<file path="src/rtl/fwd_pkg.sv">
// Shared definitions for the operand-forwarding controller: select codes,
// the per-stage tracking record and the forwarding priority helpers.
package fwd_pkg;

    // Operand-mux select codes driven into EX
    localparam logic [1:0] SEL_RF    = 2'b00;  // register-file read
    localparam logic [1:0] SEL_EXMEM = 2'b10;  // EX/MEM result
    localparam logic [1:0] SEL_MEMWB = 2'b11;  // MEM/WB writeback data
    localparam logic [1:0] SEL_PWB   = 2'b01;  // post-WB holding register

    // Storage width of a tracked destination; REG_ADDR_W must not exceed it
    localparam int FWD_RD_W  = 8;

    localparam int NUM_SLOTS = 4;
    localparam int SLOT_EX   = 0;
    localparam int SLOT_MEM  = 1;
    localparam int SLOT_WB   = 2;
    localparam int SLOT_PWB  = 3;

    typedef struct packed {
        logic                valid;
        logic [FWD_RD_W-1:0] rd;
        logic                write;
        logic                load;
        logic                div;
    } slot_t;

    // A slot feeds a source when it writes that (non-x0) register and the source is read
    function automatic logic slot_match(input slot_t s, input logic [FWD_RD_W-1:0] src,
                                        input logic used);
        return used && s.valid && s.write && (s.rd == src) && (s.rd != '0);
    endfunction

    // Youngest producer wins; the code names where that producer sits once
    // the consumer has advanced into EX
    function automatic logic [1:0] pick_sel(input slot_t ex, input slot_t mem, input slot_t wb,
                                            input logic [FWD_RD_W-1:0] src, input logic used);
        if (slot_match(ex, src, used))  return SEL_EXMEM;
        if (slot_match(mem, src, used)) return SEL_MEMWB;
        if (slot_match(wb, src, used))  return SEL_PWB;
        return SEL_RF;
    endfunction

endpackage

</file>
<file path="src/rtl/fwd_slot_reg.sv">
// One pipeline tracking slot. hold keeps the contents, bubble inserts an
// invalid entry, load captures the upstream record; hold has priority.
import fwd_pkg::*;

module fwd_slot_reg (
    input  logic  clk,
    input  logic  reset_n,
    input  logic  hold,
    input  logic  bubble,
    input  logic  load,
    input  slot_t d,
    output slot_t q
);

    // Slot register: reset/bubble clear the whole record, not just valid
    always_ff @(posedge clk or negedge reset_n) begin
        if (!reset_n) begin
            q <= '0;
        end else if (!hold) begin
            if (bubble)
                q <= '0;
            else if (load)
                q <= d;
        end
    end

endmodule

</file>
<file path="src/rtl/operand_forward_ctrl.sv">
// Operand forwarding / hazard controller for a 5-stage in-order pipeline.
// Tracks the EX, MEM, WB and post-WB destinations, registers the EX operand
// selects and raises STALL on load-use hazards.
// Optional macro OPERAND_FORWARD_DIV_STALL_EN: a multi-cycle divide occupies
// EX for DIV_CYCLES cycles, holding ID/EX and freezing the front end.
import fwd_pkg::*;

module operand_forward_ctrl #(
    parameter int REG_ADDR_W = 5,
    parameter int DIV_CYCLES = 32
) (
    input  logic                  clk,
    input  logic                  reset_n,
    input  logic [REG_ADDR_W-1:0] id_rs1,
    input  logic [REG_ADDR_W-1:0] id_rs2,
    input  logic                  id_rs1_used,
    input  logic                  id_rs2_used,
    input  logic [REG_ADDR_W-1:0] id_rd,
    input  logic                  id_rd_write,
    input  logic                  id_is_load,
    input  logic                  id_is_div,
    input  logic                  flush,
    output logic [1:0]            fwd_sel_a,
    output logic [1:0]            fwd_sel_b,
    output logic                  stall,
    output logic                  ex_hold
);

    logic [FWD_RD_W-1:0]  rs1_x, rs2_x;
    slot_t                id_info;
    slot_t                slot_d [NUM_SLOTS];
    slot_t                slot_q [NUM_SLOTS];
    logic [NUM_SLOTS-1:0] slot_hold;
    logic [NUM_SLOTS-1:0] slot_bubble;
    logic                 div_busy;
    logic                 load_use;
    logic [1:0]           sel_a_nxt, sel_b_nxt;

    assign rs1_x = FWD_RD_W'(id_rs1);
    assign rs2_x = FWD_RD_W'(id_rs2);

    // Record of the instruction currently in ID, as it would enter EX
    always_comb begin
        id_info       = '0;
        id_info.valid = 1'b1;
        id_info.rd    = FWD_RD_W'(id_rd);
        id_info.write = id_rd_write;
        id_info.load  = id_is_load;
`ifdef OPERAND_FORWARD_DIV_STALL_EN
        id_info.div   = id_is_div;
`else
        id_info.div   = 1'b0;
`endif
    end

    // Slot chain: each slot takes the next-younger one; EX takes ID
    always_comb begin
        slot_d[SLOT_EX] = id_info;
        for (int i = 1; i < NUM_SLOTS; i++)
            slot_d[i] = slot_q[i-1];
    end

    // EX freezes during a divide; MEM takes a bubble behind it. EX takes a
    // bubble when ID is stalled or killed.
    always_comb begin
        slot_hold              = '0;
        slot_bubble            = '0;
        slot_hold[SLOT_EX]     = ex_hold;
        slot_bubble[SLOT_EX]   = stall | flush;
        slot_bubble[SLOT_MEM]  = ex_hold;
    end

    genvar g;
    generate
        for (g = 0; g < NUM_SLOTS; g++) begin : g_slot
            fwd_slot_reg u_slot (
                .clk     (clk),
                .reset_n (reset_n),
                .hold    (slot_hold[g]),
                .bubble  (slot_bubble[g]),
                .load    (1'b1),
                .d       (slot_d[g]),
                .q       (slot_q[g])
            );
        end
    endgenerate

`ifdef OPERAND_FORWARD_DIV_STALL_EN
    localparam int CNT_W = $clog2(DIV_CYCLES);

    logic [CNT_W-1:0] div_cnt;

    assign div_busy = (div_cnt != '0);

    // Remaining extra EX cycles of the divide; flush does not cut it short
    always_ff @(posedge clk or negedge reset_n) begin
        if (!reset_n)
            div_cnt <= '0;
        else if (div_busy)
            div_cnt <= div_cnt - 1'b1;
        else if (id_is_div && !stall && !flush)
            div_cnt <= CNT_W'(DIV_CYCLES - 1);
    end
`else
    logic unused_div_cfg;

    assign div_busy       = 1'b0;
    assign unused_div_cfg = ^{id_is_div, 32'(DIV_CYCLES)};
`endif

    // Load in EX feeding ID needs one bubble; a divide hold already covers it
    always_comb begin
        load_use = slot_q[SLOT_EX].load && !div_busy &&
                   (slot_match(slot_q[SLOT_EX], rs1_x, id_rs1_used) ||
                    slot_match(slot_q[SLOT_EX], rs2_x, id_rs2_used));
    end

    // A redirect kills the consumer, so its load-use stall is moot
    assign stall   = div_busy | (load_use & ~flush);
    assign ex_hold = div_busy;

    // Select for the instruction about to enter EX
    always_comb begin
        sel_a_nxt = pick_sel(slot_q[SLOT_EX], slot_q[SLOT_MEM], slot_q[SLOT_WB], rs1_x, id_rs1_used);
        sel_b_nxt = pick_sel(slot_q[SLOT_EX], slot_q[SLOT_MEM], slot_q[SLOT_WB], rs2_x, id_rs2_used);
    end

    // Selects advance with ID and hold while it is frozen
    always_ff @(posedge clk or negedge reset_n) begin
        if (!reset_n) begin
            fwd_sel_a <= SEL_RF;
            fwd_sel_b <= SEL_RF;
        end else if (!stall) begin
            fwd_sel_a <= sel_a_nxt;
            fwd_sel_b <= sel_b_nxt;
        end
    end

    // The post-WB slot and most flags beyond EX are tracked but not consulted
    logic unused_slot_bits;
    assign unused_slot_bits = ^{slot_q[SLOT_EX].div, slot_q[SLOT_MEM].load, slot_q[SLOT_MEM].div,
                                slot_q[SLOT_WB].load, slot_q[SLOT_WB].div, slot_q[SLOT_PWB]};

endmodule

</file>
<file path="config.mk">
export PLATFORM = sky130hd
export DESIGN_NAME = operand_forward_ctrl
export DESIGN_NICKNAME = d
export VERILOG_FILES = /design/src/rtl/fwd_pkg.sv /design/src/rtl/fwd_slot_reg.sv /design/src/rtl/operand_forward_ctrl.sv
export SDC_FILE = /design/constraint.sdc
export NUM_CORES = 1
export LEC_CHECK = 0
export BUFFER_PORTS_ARGS = -buffer_cell sky130_fd_sc_hd__buf_2
export CORE_MARGIN = 3
export CORE_UTILIZATION = 30
export CTS_CLUSTER_DIAMETER = 200
export DETAILED_ROUTE_END_ITERATION = 10
export GPL_ROUTABILITY_DRIVEN = 0
export PLACE_DENSITY_LB_ADDON = 0.08
export SYNTH_ARGS = -nofsm -noshare
export SYNTH_HDL_FRONTEND = slang
export SYNTH_SLANG_ARGS = --single-unit
</file>
<file path="constraint.sdc">
create_clock -name clk -period 2.18 [get_ports clk]
set_clock_uncertainty 0.05 [all_clocks]
set_input_delay 0.327 -clock clk [delete_from_list [all_inputs] [get_ports clk]]
set_output_delay 0.327 -clock clk [all_outputs]
set_load 0.01 [all_outputs]
</file>
Word-level counts from Yosys, hierarchy flattened
Index checks and enable logic that the tools add are counted.
W data, S select, Z words.
- bits in registers: 35
- input bits: 23
- output and inout port bits: 6
- word-level logic and storage cells: 75
- equality and inequality tests: 6
- muxes and demuxes: 25
- bitwise gates (word level): 3
- reductions and logical operators: 29
- operators by type and width (kind ; number):
    $eq A8 B5 Y1 ; 6
    $logic_and A1 B1 Y1 ; 25
    $mux W2 ; 12
    $reduce_bool A8 Y1 ; 3
    $mux W1 ; 12
    $mux W12 ; 1
    $and A1 B1 Y1 ; 1
    $logic_or A1 B1 Y1 ; 1
    $not A1 Y1 ; 1
    $or A1 B1 Y1 ; 1

Depth between registers and ports, before layout
Gate-level depths: netlist of the first run.
- word-level depth: 11
- mapped depth: 5
- depth with buffers taken out: 5

By module
Synthesis of the first run repeated with hierarchy kept, for this count alone.
- cell total of the unflattened synthesis: 278
- area, all modules: 2717.6 µm²
- modules (own cells, without submodules) (module ; instances ; cells each ; area an instance (µm²) ; sequential area each (µm²)):
    fwd_slot_reg ; 3 ; 66 ; 689.4 ; 300.3
    operand_forward_ctrl ; 1 ; 80 ; 649.4 ; 100.1

Worst setup path after synthesis of the first run
OpenSTA, ideal clock, no wires.
- path type: reg2reg
- start point: register g_slot[0].u_slot.q[5] (netlist bit)
- end point: register fwd_sel_a[0]
- setup time: 125 ps
- arrival time: 1800 ps
- required time: 2005 ps
- slack: 206 ps
- stages on the path, launching flop included: 6
- buffers on the path: 0
- period minus slack after synthesis: 1974 ps
- cells stage by stage: dfrtp_1 or3_1 o311a_1 and4_4 o21ai_4 mux2_2
- word-level cells in the longest chain between the ends: 6
- elaborated cells between the ends (all ways): 12
- classes of those cells: eq/ne (2); mux (2); bitwise (1); reduce/logical (7)
- RTL lines (item ; RTL line ; text):
    from (decl) ; fwd_slot_reg.sv:12 ; output slot_t q
    from (signal assigned) ; fwd_slot_reg.sv:18 ; q <= '0;
    from (signal assigned) ; fwd_slot_reg.sv:21 ; q <= '0;
    from (signal assigned) ; fwd_slot_reg.sv:23 ; q <= d;
    $eq A8 B5 Y1 ; fwd_pkg.sv:31 ; return used && s.valid && s.write && (s.rd == src) && (s.rd != '0);
    $logic_and A1 B1 Y1 (2 in series) ; fwd_pkg.sv:31 ;
    $logic_or A1 B1 Y1 ; operand_forward_ctrl.sv:114 ; (slot_match(slot_q[SLOT_EX], rs1_x, id_rs1_used) ||
    $logic_and A1 B1 Y1 ; operand_forward_ctrl.sv:113 ; load_use = slot_q[SLOT_EX].load && !div_busy &&
    $and A1 B1 Y1 ; operand_forward_ctrl.sv:119 ; assign stall = div_busy | (load_use & ~flush);
    to (signal assigned) ; operand_forward_ctrl.sv:134 ; fwd_sel_a <= sel_a_nxt;
    to (decl) ; operand_forward_ctrl.sv:23 ; output logic [1:0] fwd_sel_a,
Several ways; a longest one is shown, not always the timed one.
A chain may end at the register's enable or synchronous reset.

Final worst setup path of the first run
- start point: register g_slot[0].u_slot.q[7] (netlist bit)
- end point: output stall
- word-level cells in the longest chain between the ends: 6
- elaborated cells between the ends (all ways): 10
- classes of those cells: eq/ne (2); bitwise (1); reduce/logical (7)
- RTL lines (item ; RTL line ; text):
    $eq A8 B5 Y1 ; fwd_pkg.sv:31 ;
    $logic_and A1 B1 Y1 (2 in series) ; fwd_pkg.sv:31 ;
    $logic_or A1 B1 Y1 (*) ; operand_forward_ctrl.sv:114 ;
    $logic_and A1 B1 Y1 (*) ; operand_forward_ctrl.sv:113 ;
    $and A1 B1 Y1 (*) ; operand_forward_ctrl.sv:119 ;
    to (decl) ; operand_forward_ctrl.sv:25 ; output logic stall,
Mark *: on every way between the ends. The rest lies on a longest branch, timed or not.

==> flow_summary_export.csv, run 1 <==
group,metric,value,unit
clock_tree,clock_tree_root_buffer_cell,"clkbuf_8",
floorplanning,num_rows,22,
run_status,status,"finished, violations left",
pwr,p_leak,0.0007505,uW
final_layout,num-nets-final,158,
pwr,power_density,593.2,nW/um2
clock_tree,clk_pin_slew,0.08,ns
placement,placed_cell_area,1436,um2
drt,drt_pre_antenna_iters,4,
yosys,yosys.area_share.adder,0,
clock_tree,cts-root-to-sink-buffers,2,
global_routing,largest_net_degree_at_the_start_of_global_routing,27,
clock_tree,htree_num_levels,1,
timing,layout_worst_path_cycle_share,1.009,
yosys,syn-instance-count,99,
global_routing,first_global_vias,925,
placement,number_of_i_o_port_buffers,26,
final_layout,nFillCells,370,
setup_path,worst-path-max-fanout,3,
timing,setup_viol,1,
timing,fin_tns_setup,-0.02068,ns
yosys,synth-seq-cells,26,
timing,max_clock_freq,454.4,MHz
yosys,synth_seq_area_share,0.5301,
timing,slew_headroom,0.6154,
global_routing,number_of_antenna_violations_at_the_first_check_in_global_routing,0,
flow_run,cap_violations,0,
drt,route.vias.total,882,
floorplanning,die_area,4895,um2
global_routing,overflow,0,
floorplanning,pin_count,29,
floorplanning,start_util,0.3231,
drt,routedWlPerCell,15.10,um
worst_hold_path,hold_path_class,"input port to async pin",
setup_path,worst-setup-path-type,"flip-flop to output pin",
final_layout,final_cell_area,1513,um2
setup_path,timing.critical_path.slowest_cell_delay,0.38,ns
setup_path,cp.arrival,1.82,ns
drt,routed_wirelength,2734,um
final_layout,diodes,0,
floorplanning,die_height,69.97,um
yosys,yosys.area.top_type_share,0.5301,
floorplanning,core,3799,um2
yosys,synth_cell_types,20,
floorplanning,dieWidth,69.97,um
setup_path,cp_cell_sequence,"or3_1 > o311a_1 > and4_4 > o21ai_4 > inv_1 > buf_2",
clock_tree,cts_buffers,3,
clock_tree,clock-sinks,26,
timing,finalMaxSlewViolations,0,
drt,drc,0,
yosys,yosys_warnings,0,
drt,drt-initial-drc-count,39,
setup_path,cp_slowest_cell,"dfrtp_1",
yosys,synth_top_cells_by_area,"dfrtp_1 53%, xor2_1 17%, nor3b_1 4.3%",
drt,ant_nets,0,
run_status,violations,"negative setup slack",
yosys,avgSynthCellArea,12.40,um2
pwr,peakVddDrop,0.2514,mV
yosys,synth.cells.most_frequent,"26 x dfrtp_1, 24 x xor2_1, 7 x nor3b_1",
pwr,report.power.total,897.3,uW
yosys,muxShareOfSynthArea,0.03670,
final_layout,share_of_layout_cells_above_drive_strength_1,0.3383,
setup_path,end_kind,"output pin",
final_layout,layout-area-overhead-vs-synth,23.24,%
setup_path,crit_path_start_kind,"flip-flop",
global_routing,grt.total_usage,0.1179,
yosys,main_flop_type_after_synthesis,"dfrtp_1",
yosys,post-synth-top-count-cell,"dfrtp_1",
clock_tree,cts_tree,"yes",
yosys,synth_area,1227,um2
timing,period_minus_slack,2.201,ns
timing,final.setup.worst_slack,-0.02068,ns
timing,final_hold_vio_count,0,
yosys,yosys.area_share.simple,0.1519,
timing,worst_pin_slew,0.5769,ns
yosys,async_reset_ff_frac,1.000,
setup_path,worst_ep_required_time,1.80,ns
final_layout,end_of_flow_core_utilization,0.3982,
placement,dp.final_hpwl,2172,um
yosys,synthesized_area_fraction_occupied_by_ao_oa_aoi_and_oai_cells,0.05199,
yosys,synthXorXnorAreaFrac,0.2141,
yosys,synth_top_cell_by_area,"dfrtp_1",
clock_tree,insertion_delay,0.26,ns
timing,rsz0062_at_grt,"yes",
yosys,synthesis.nets,122,
global_routing,wire_length_of_the_first_global_routing_pass,4443,um
yosys,synth-edff-count,0,
drt,post_drt_via_cell_ratio,4.873,
yosys,dominant_combinational_cell_family_by_area_after_synthesis,"XOR/XNOR gates",
==> cells by family after synthesis <==
family / after synthesis
mux: 4
simple gates: 28
xor+xnor: 30
buf+inv: 3
compound gates: 7
other cells: 1
flops: 26
==> per-stage QoR <==
stage	setup WS [ns]	instances	hold WS, ns
floorplan	0.2058	99	-0.01859
CTS	-0.08976	180	0.02267
detailed placement	0.1179	175	0.3145
finish	-0.02068	181	0.008404
global route	-0.1078	181	0.03876
global placement	0.1415	175	0.3049
==> power breakdown <==
group / switching (uW) / internal, uW
Combinational: 65.8 / 56.4
Clock: 130 / 123
Sequential: 18.7 / 503
Total: 215 / 683
==> timing repair <==
action                                  4_1_cts  5_1_grt
setup buffers                                 2        1
hold buffers                                  0        0
endpoints found under the setup margin        1        1
resized for setup                             2        0
pin swaps                                     4        2
==> final cells by class <==
cell class / count / area [um2] / area share
well taps: 48 / 60.06 / 0.03970
repair buffers: 33 / 182.7 / 0.1208
clock buffers: 3 / 41.29 / 0.02730
inverters: 1 / 3.754 / 0.002481
flip-flops and latches: 26 / 650.6 / 0.4301
multi-input cells: 70 / 574.3 / 0.3797
==> final timing paths <==
path,startpoint,end,slack [ns],depth (start not counted)
worst min-delay path,reset_n,fwd_sel_a[1]$_DFFE_PN0N_,0.008,1
worst min register to register,g_slot[0].u_slot.q[11]$_DFF_PN0_,g_slot[1].u_slot.q[11]$_DFF_PN0_,0.34,0
worst max register to register,g_slot[0].u_slot.q[7]$_DFF_PN0_,fwd_sel_a[0]$_DFFE_PN0N_,0.14,6
worst max-delay path,g_slot[0].u_slot.q[7]$_DFF_PN0_,stall,-0.02,6
min in group clk,id_rd[4],g_slot[0].u_slot.q[7]$_DFF_PN0_,0.26,2
max in group asynchronous,reset_n,g_slot[0].u_slot.q[6]$_DFF_PN0_,1.69,1
==> worst max-delay path: cells and delay by family, from the launching register on <==
family	cells	cell delay, ns
flops	1	0.38
simple gates	2	0.54
compound gates	2	0.48
buf+inv	2	0.17
==> layer usage <==
metal	global-route usage	wire (um)	share of wire	vias to the layer above
met5	0	0	0	-
met4	0.05532	42	0.015	0
met3	0.02158	126	0.046	4
met2	0.1941	1394	0.51	24
met1	0.1485	1169	0.43	432
li1	-	-	-	422
==> registers in the layout (all words and copies together), names as in the netlist <==
| name | flops |
|---|---|
| g_slot.u_slot.q | 22 |
| fwd_sel_b | 2 |
| fwd_sel_a | 2 |
==> cell usage in the layout (no fill, tap or decap), drive strengths merged <==
cell type and count:
inv 1, nor3b 7, dfrtp 26, nand2 2, nor2b 1, a21oi 2, nor4 6, xor2 24
clkbuf 3, mux2 4, xnor2 6, nand4 6, o21ai 1, and4 2, buf 33, o311a 3
or3 3, a21boi 1, conb 1, nor2 1
Note: power is estimated with default switching activity, not from simulation.
==> inputs of run 2 (changes only) <==
--- a/config.mk
+++ b/config.mk
@@ -10,2 +10,3 @@
 export CORE_UTILIZATION = 30
+export CTS_BUF_LIST = sky130_fd_sc_hd__clkbuf_8
 export CTS_CLUSTER_DIAMETER = 200
==> constraint.sdc (replaced) <==
create_clock -name clk -period 2.18 [get_ports clk]
set_clock_uncertainty 0.05 [all_clocks]
set_input_delay 0.109 -clock clk [delete_from_list [all_inputs] [get_ports clk]]
set_output_delay 0.109 -clock clk [all_outputs]
set_load 0.01 [all_outputs]
==> flow_summary_export.csv, run 2 (same netlist as run 1, synthesis figures left out) <==
group,metric,value,unit
global_routing,overflow,0,
placement,placed_cell_area,1414,um2
setup_path,cp_slowest_cell,"dfrtp_1",
timing,slew_headroom,0.6166,
timing,setup_viol,0,
final_layout,layout-area-overhead-vs-synth,23.45,%
global_routing,wire_length_of_the_first_global_routing_pass,4512,um
global_routing,number_of_antenna_violations_at_the_first_check_in_global_routing,0,
setup_path,worst_ep_required_time,2.02,ns
placement,number_of_i_o_port_buffers,26,
clock_tree,htree_num_levels,1,
placement,dp.final_hpwl,2160,um
run_status,status,"complete, no violations",
pwr,combinationalPowerShare,0.122,
pwr,switching_power,231.4,uW
final_layout,regs_by_ff_count,"g_slot.u_slot.q x22, fwd_sel_a x2, fwd_sel_b x2",
clock_tree,clock-sinks,26,
setup_path,cp.arrival,1.94,ns
drt,drt-initial-drc-count,26,
placement,dp.cells,172,
clock_tree,clk_pin_slew,0.09,ns
pwr,cellInternalPower,718.7,uW
pwr,p_leak,0.0007497,uW
clock_tree,insertion_delay,0.27,ns
global_routing,first_global_vias,919,
final_layout,layout_common_cells,"26 x dfrtp_1, 26 x buf_2, 24 x xor2_1",
clock_tree,clock_tree_root_buffer_cell,"clkbuf_8",
drt,route.vias.total,879,
timing,fin_tns_setup,0,ns
pwr,power_density,627.1,nW/um2
final_layout,largest_reg_flops,22,
drt,drt_pre_antenna_iters,4,
final_layout,nFillCells,372,
timing,period_minus_slack,2.100,ns
setup_path,end_kind,"output pin",
final_layout,final_cell_area,1515,um2
worst_hold_path,hold_path_class,"input port to flip-flop",
clock_tree,cts-root-to-sink-buffers,2,
drt,post_drt_via_cell_ratio,4.856,
floorplanning,die_height,69.97,um
drt,drc,0,
final_layout,diodes,0,
drt,ant_nets,0,
final_layout,num-nets-final,157,
setup_path,cp_cell_sequence,"or3_1 > o311a_1 > and4_4 > o21ai_4 > inv_1 > buf_2",
floorplanning,start_util,0.3231,
setup_path,worst-setup-path-type,"flip-flop to output pin",
floorplanning,die_area,4895,um2
final_layout,largest_register,"g_slot.u_slot.q",
pwr,report.power.total,950.1,uW
timing,rsz0062_at_grt,"no",
final_layout,finalNonFillerCells,181,
setup_path,timing.critical_path.slowest_cell_delay,0.40,ns
floorplanning,dieWidth,69.97,um
timing,hold-worst-slack,0.03229,ns
timing,final_hold_vio_count,0,
clock_tree,cts_buffers,3,
setup_path,crit_path_start_kind,"flip-flop",
pwr,power.share.sequential,0.550,
timing,max_clock_freq,476.2,MHz
flow_run,cap_violations,0,
drt,routed_wirelength,2751,um
drt,routedWlPerCell,15.20,um
pwr,power_frac_clock,0.327,
setup_path,worst-path-max-fanout,4,
timing,worst_pin_slew,0.5752,ns
floorplanning,core,3799,um2
pwr,peakVddDrop,0.2065,mV
final_layout,share_of_layout_cells_above_drive_strength_1,0.3233,
floorplanning,pin_count,29,
timing,finalMaxSlewViolations,0,
global_routing,grt.total_usage,0.1184,
pwr,fraction_of_power_spent_switching_nets,0.2435,
clock_tree,cts_tree,"yes",
global_routing,largest_net_degree_at_the_start_of_global_routing,27,
floorplanning,num_rows,22,
timing,layout_worst_path_cycle_share,0.9632,
[run 2: per-layer routing]
metal | vias up | share of wire | global-route usage
li1 | 418 | - | -
met5 | - | 0 | 0
met2 | 25 | 0.47 | 0.1857
met4 | 0 | 0.028 | 0.06170
met3 | 7 | 0.047 | 0.02446
met1 | 429 | 0.45 | 0.1528
[run 2: power by group through the flow]
stage | clock [uW] | combinational [uW] | sequential (uW)
3_3_place_gp | 0 | 108 | 534
3_5_place_dp | 0 | 110 | 535
5_1_grt | 343 | 130 | 526
2_1_floorplan | 0 | 58.8 | 529
4_1_cts | 323 | 116 | 524
6_report | 311 | 116 | 523
[run 2: final timing paths]
check / from / slack [ns] / cells past startpoint / end
worst min-delay path: id_is_load / 0.03 / 2 / g_slot[0].u_slot.q[1]$_DFF_PN0_
max in group asynchronous: reset_n / 1.39 / 2 / g_slot[0].u_slot.q[3]$_DFF_PN0_
worst max-delay path: g_slot[0].u_slot.q[6]$_DFF_PN0_ / 0.08 / 6 / stall
worst min register to register: g_slot[0].u_slot.q[2]$_DFF_PN0_ / 0.34 / 0 / g_slot[1].u_slot.q[2]$_DFF_PN0_
worst max register to register: g_slot[0].u_slot.q[6]$_DFF_PN0_ / 0.09 / 6 / fwd_sel_a[1]$_DFFE_PN0N_
min in group asynchronous: reset_n / 0.31 / 2 / g_slot[2].u_slot.q[2]$_DFF_PN0_
[run 2: critical path: cells and delay by family (launching register included)]
| kind | cells | cell delay, ns |
|---|---|---|
| flops | 1 | 0.40 |
| buf+inv | 2 | 0.19 |
| compound gates | 2 | 0.52 |
| simple gates | 2 | 0.54 |
[run 2: through the flow]
| stage | utilization | worst slack (ns) |
|---|---|---|
| floorplan | - | 0.2058 |
| global placement | 0.3722 | 0.1411 |
| detailed placement | 0.3722 | 0.1015 |
| CTS | 0.3933 | 0.04448 |
| global route | 0.3989 | 0.001103 |
| finish | 0.3989 | 0.08014 |
[run 2: timing repair]
action | 4_1_cts | 5_1_grt
endpoints found under the setup margin | 1 | 1
hold buffers | 1 | 0
cloned | 0 | 0
buffers inserted | 2 | 2
hold endpoints to repair | 26 | 0
resized for setup | 0 | 1
pin swaps | 0 | 1
[run 2: cell type report]
cell class	instances	area, um2	share of cell area
Multi-Input combinational cell	70	568.0	0.3749
Tap cell	48	60.06	0.03964
Timing Repair Buffer	32	177.7	0.1173
Clock buffer	4	55.05	0.03633
Inverter	1	3.754	0.002477
Sequential cell	26	650.6	0.4294
